File: src/rtl/cpu_pkg.sv
// Shared CPU datapath definitions: register-file geometry, the zero-register
// index and the HI/LO write-operation encoding.
package cpu_pkg;

    localparam int REG_BITS  = 5;
    localparam int DATA_BITS = 32;

    localparam logic [REG_BITS-1:0] REG_ZERO = 5'd0;

    typedef enum logic [1:0] {
        HILO_NONE   = 2'b00,
        HILO_MULDIV = 2'b01,
        HILO_MTHI   = 2'b10,
        HILO_MTLO   = 2'b11
    } hilo_op_e;

endpackage

File: src/rtl/hilo_reg.sv
// HI/LO register pair with hilo_op decode. With REGFILE_BYPASS_EN defined,
// hi/lo show the value that will be committed at the coming edge.
module hilo_reg #(
    parameter int DATA_BITS = 32
) (
    input  logic                 clk,
    input  logic                 rst_n,
    input  cpu_pkg::hilo_op_e    hilo_op,
    input  logic [DATA_BITS-1:0] hilo_hi_in,
    input  logic [DATA_BITS-1:0] hilo_lo_in,
    input  logic [DATA_BITS-1:0] mt_data,
    output logic [DATA_BITS-1:0] hi,
    output logic [DATA_BITS-1:0] lo
);
    import cpu_pkg::*;

    logic [DATA_BITS-1:0] hi_q, lo_q;
    logic [DATA_BITS-1:0] hi_d, lo_d;
    logic                 fwd_on;

    // NOTE: every always_comb output gets a default first, so no path leaves
    // it unassigned and no latch is inferred.
    always_comb begin
        hi_d = hi_q;
        lo_d = lo_q;
        unique case (hilo_op)
            HILO_MULDIV: begin
                hi_d = hilo_hi_in;
                lo_d = hilo_lo_in;
            end
            HILO_MTHI: hi_d = mt_data;
            HILO_MTLO: lo_d = mt_data;
            default: ;
        endcase
    end

    // NOTE: state registers use non-blocking assignments so every flop samples
    // pre-edge values regardless of process ordering.
    always_ff @(posedge clk or negedge rst_n) begin
        if (!rst_n) begin
            hi_q <= '0;
            lo_q <= '0;
        end else begin
            hi_q <= hi_d;
            lo_q <= lo_d;
        end
    end

`ifdef REGFILE_BYPASS_EN
    // Forwarding is suppressed during reset so outputs read zero.
    assign fwd_on = rst_n;
`else
    assign fwd_on = 1'b0;
`endif

    assign hi = fwd_on ? hi_d : hi_q;
    assign lo = fwd_on ? lo_d : lo_q;

endmodule

File: src/rtl/regfile_hilo.sv
// MIPS architectural state: 32 GPRs (r0 reads zero) plus HI/LO.
// Optional write-through forwarding is enabled by defining REGFILE_BYPASS_EN.
module regfile_hilo #(
    parameter int DATA_BITS = 32,
    parameter int ADDR_BITS = 5
) (
    input  logic                 clk,
    input  logic                 rst_n,
    input  logic [ADDR_BITS-1:0] ra1,
    input  logic [ADDR_BITS-1:0] ra2,
    output logic [DATA_BITS-1:0] rd1,
    output logic [DATA_BITS-1:0] rd2,
    input  logic                 we,
    input  logic [ADDR_BITS-1:0] wa,
    input  logic [DATA_BITS-1:0] wd,
    input  logic [1:0]           hilo_op,
    input  logic [DATA_BITS-1:0] hilo_hi_in,
    input  logic [DATA_BITS-1:0] hilo_lo_in,
    input  logic [DATA_BITS-1:0] mt_data,
    output logic [DATA_BITS-1:0] hi,
    output logic [DATA_BITS-1:0] lo
);
    import cpu_pkg::*;

    localparam int NUM_REGS = 2 ** ADDR_BITS;
    localparam logic [ADDR_BITS-1:0] ZERO_ADDR = ADDR_BITS'(REG_ZERO);

    logic [DATA_BITS-1:0] gpr [NUM_REGS];
    logic                 gpr_wr;
    logic                 fwd1, fwd2;

    assign gpr_wr = we && (wa != ZERO_ADDR);

    // NOTE: the whole array is cleared by the async reset because software
    // relies on every GPR reading zero after reset; this costs a reset on
    // each storage flop and rules out a RAM macro.
    always_ff @(posedge clk or negedge rst_n) begin
        if (!rst_n) begin
            for (int i = 0; i < NUM_REGS; i++) begin
                gpr[i] <= '0;
            end
        end else if (gpr_wr) begin
            gpr[wa] <= wd;
        end
    end

`ifdef REGFILE_BYPASS_EN
    assign fwd1 = rst_n && gpr_wr && (wa == ra1);
    assign fwd2 = rst_n && gpr_wr && (wa == ra2);
`else
    assign fwd1 = 1'b0;
    assign fwd2 = 1'b0;
`endif

    // r0 is forced to zero on the read side; its storage is never written.
    assign rd1 = (ra1 == ZERO_ADDR) ? '0 : (fwd1 ? wd : gpr[ra1]);
    assign rd2 = (ra2 == ZERO_ADDR) ? '0 : (fwd2 ? wd : gpr[ra2]);

    hilo_reg #(
        .DATA_BITS (DATA_BITS)
    ) u_hilo_reg (
        .clk        (clk),
        .rst_n      (rst_n),
        .hilo_op    (hilo_op_e'(hilo_op)),
        .hilo_hi_in (hilo_hi_in),
        .hilo_lo_in (hilo_lo_in),
        .mt_data    (mt_data),
        .hi         (hi),
        .lo         (lo)
    );

endmodule

File: config.mk
export PLATFORM = sky130hd
export DESIGN_NAME = regfile_hilo
export DESIGN_NICKNAME = d
export VERILOG_FILES = /design/src/rtl/cpu_pkg.sv /design/src/rtl/hilo_reg.sv /design/src/rtl/regfile_hilo.sv
export SDC_FILE = /design/constraint.sdc
export NUM_CORES = 2
export LEC_CHECK = 0
export CORE_MARGIN = 4
export CORE_UTILIZATION = 59
export CTS_BUF_LIST = sky130_fd_sc_hd__clkbuf_4
export DETAILED_ROUTE_END_ITERATION = 16
export PLACE_DENSITY = 0.78
export SLEW_MARGIN = 20
export SYNTH_ARGS = -nofsm -noshare
export SYNTH_HDL_FRONTEND = slang
export SYNTH_HIERARCHICAL = 1
export SYNTH_SLANG_ARGS = --single-unit
export TNS_END_PERCENT = 30
File: constraint.sdc
create_clock -name clk -period 9.7 [get_ports clk]
set_input_delay 2.91 -clock clk [delete_from_list [all_inputs] [get_ports clk]]
set_output_delay 2.91 -clock clk [all_outputs]
set_load 0.02 [all_outputs]
==> run_results.csv <==
group,metric,value,unit
drt,first_iter_violations,4137,
layout,nNetsFinal,4318,
synthesis,synth-edff-count,0,
drt,drc,0,
power,cellLeakagePower,0.0279,µW
run,maxCapViolCount,0,
power,power_density,198,nW/µm²
timing,rsz0062_at_grt,"false",
clocking,clk_pin_slew,0.06,ns
synthesis,synth-async-reset-ratio,1.00,
clocking,cts_tree,"yes",
layout,mostFrequentLayoutCells,"1,088 x dfrtp_1, 1,046 x mux2_2, 448 x mux4_2",
place,gp_congestion,0.854,
die,die_h,320,µm
place,port_buffers,275,
grt,global_route.overflow_total,0,
clocking,cts.sinks,1088,
synthesis,synth_fp_nets,4055,
grt,grt_max_degree,165,
critical_path,crit_arrival,6.50,ns
drt,vias,39100,
worst_hold_path,hold_class,"flop to flop",
die,initial_core_util,0.595,
die,die_area,102000,µm²
synthesis,yosysWarningCount,6,
grt,grt_pass1_wl,265,mm
die,io_pins,276,
timing,setup_viol,0,
worst_hold_path,worstHoldEndpoint,"gpr[996]",
status,status,"finished clean",
die,core.rowCount,114,
critical_path,r2r_start,"gpr[314]",
layout,nFillCells,6778,
critical_path,cp-end-kind,"output port",
power,ir_worst_vdd,0.000124,V
clocking,post_cts_buffers,0,
timing,fin_crit_sh,0.970,
die,die_w,320,µm
critical_path,path_cells,"buf_6 -> clkinv_2 -> buf_4 -> mux2_2 -> o21ai_1 -> a311oi_1 -> buf_4 -> clkdlybuf4s50_1",
critical_path,crit_slowest_cell,"a311oi_1",
clocking,cts_buffers,302,
critical_path,crit_family,"buffers and inverters",
clocking,cts_resized,0,
drt,drtPass1Iterations,5,
critical_path,crit_top_cell,"buf_4",
synthesis,synth_seq_area_share,0.474,
critical_path,cp_slowest_stage_delay,0.97,ns
layout,syn_to_final_growth,12.6,%
timing,period_needed,9.41,ns
synthesis,synth_cell_types,39,
drt,ant_nets,0,
synthesis,syn_area_per_cell,14.7,µm²
critical_path,cp-start-kind,"input pin",
grt,grt_pass1_vias,40700,
clocking,htreeDepth,5,
timing,fmax,106,MHz
clocking,postCtsHoldBufs,0,
layout,drive_above_1_share,0.496,
timing,relSlewSlack,0.144,
synthesis,synthFlopType,"dfrtp_1",
timing,hold_viol,0,
drt,avgViaCountPerCell,6.93,
critical_path,cp_max_fo,34,
critical_path,ff2ff_path_depth,1,
synthesis,synth_area,57400,µm²
timing,timing.setup.tns,0,ns
critical_path,critical_path_class,"input pin to output port",
drt,routed_wl,177,mm
die,core_area,96600,µm²
clocking,cts_root_buffer,"clkbuf_4",
worst_hold_path,min-delay-start,"gpr[996]",
clocking,cts_buffer_depth,4,
timing,finalClockSkew,0,ns
critical_path,reg2reg_to,"gpr[314]",
clocking,clock_latency,1.14,ns
timing,worstMarginPinSlew,1.28,ns
grt,grt_use_total,0.347,
drt,routedWlPerCell,31.3,µm
critical_path,required,6.79,ns
power,p_total,12800,µW
place,hpwl,106,mm
layout,mostFrequentLayoutCell,"dfrtp_1",
synthesis,ys_ff_latch,1088,
worst_hold_path,whs_path_depth,0,
synthesis,netlist_instances,3904,
critical_path,r2r_slack,8.88,ns
critical_path,cp_num_buf_inv,5,
timing,drv_slew,0,
grt,antenna_found_initial,10,
==> report_power, final <==
part / switching (µW) / total (µW) / internal (µW)
clock network: 1930 / 4000 / 2070
logic: 1170 / 2830 / 1660
registers: 615 / 6000 / 5390
==> synthesized netlist by cell type, types with 4 or more instances <==
cell / instances / area, µm²
nand2b_1: 5 / 31.3
mux2_2: 1046 / 11800
nor2_1: 19 / 71.3
o2111ai_1: 18 / 158
nand2_1: 113 / 424
inv_1: 4 / 15.0
mux2_1: 10 / 113
buf_4: 36 / 270
buf_2: 179 / 896
a22oi_1: 64 / 480
clkbuf_1: 226 / 848
a221oi_1: 46 / 403
o21ai_1: 68 / 340
buf_12: 6 / 120
a211oi_1: 64 / 480
a311oi_1: 64 / 561
nor2b_1: 71 / 444
mux2i_1: 192 / 1920
dfrtp_1: 1088 / 27200
o21ai_0: 105 / 526
mux4_2: 448 / 10100
==> how the worst max path moves through the flow <==
stage,startpoint,to,slack (ns),cells after the start
3_3_place_gp,ra1[0],rd1[16],0.48,8
6_report,ra1[0],rd1[16],0.29,8
3_5_place_dp,ra1[0],rd1[16],0.45,8
5_1_grt,ra1[0],rd1[16],0.35,8
4_1_cts,ra1[0],rd1[16],0.45,8
2_1_floorplan,ra1[0],rd1[14],2.21,7
==> per-layer routing <==
metal  wire length (µm)  vias up  GRT usage  share of wire
li1                   -    15700          -              -
met1              67100    20400      0.463           0.38
met2              81000     2332      0.527           0.46
met3              18600      604     0.0971           0.11
met4               9940        6      0.179          0.056
met5                 36        -          0        0.00020
==> flip-flops by register name, indices dropped and copies added, names as in the netlist <==
register       flops
gpr             1024
u_hilo_reg/hi     32
u_hilo_reg/lo     32
==> through the flow <==
step	utilization	setup WS, ns	instance area, µm²	std cells	hold WS (ns)
2_1_floorplan	-	2.21	57400	3904	0.441
3_3_place_gp	0.633	0.475	61100	5139	0.377
3_5_place_dp	0.633	0.450	61100	5139	0.384
4_1_cts	0.669	0.455	64600	5634	0.398
5_1_grt	0.670	0.346	64700	5638	0.410
6_report	0.670	0.293	64700	5640	0.396
==> area by class of cell <==
type / instances / area, µm² / share of cell area
multi-input cells: 2358 / 28300 / 0.437
flip-flops and latches: 1088 / 27200 / 0.421
repair buffers: 413 / 4030 / 0.0623
clock buffers: 435 / 3270 / 0.0505
well taps: 1276 / 1600 / 0.0247
clock inverters: 60 / 263 / 0.00406
inverters: 4 / 17.5 / 0.000271
diodes: 6 / 15.0 / 0.000232
==> logic make-up after synthesis <==
logic type | Yosys count | synth area share
buf+inv | 458 | 0.0382
compound gates | 430 | 0.0515
mux | 1696 | 0.416
simple gates | 229 | 0.0194
flops | 1088 | 0.474
fa+ha+maj | 3 | 0.000654
No activity file was read; power rests on OpenSTA's default activity.
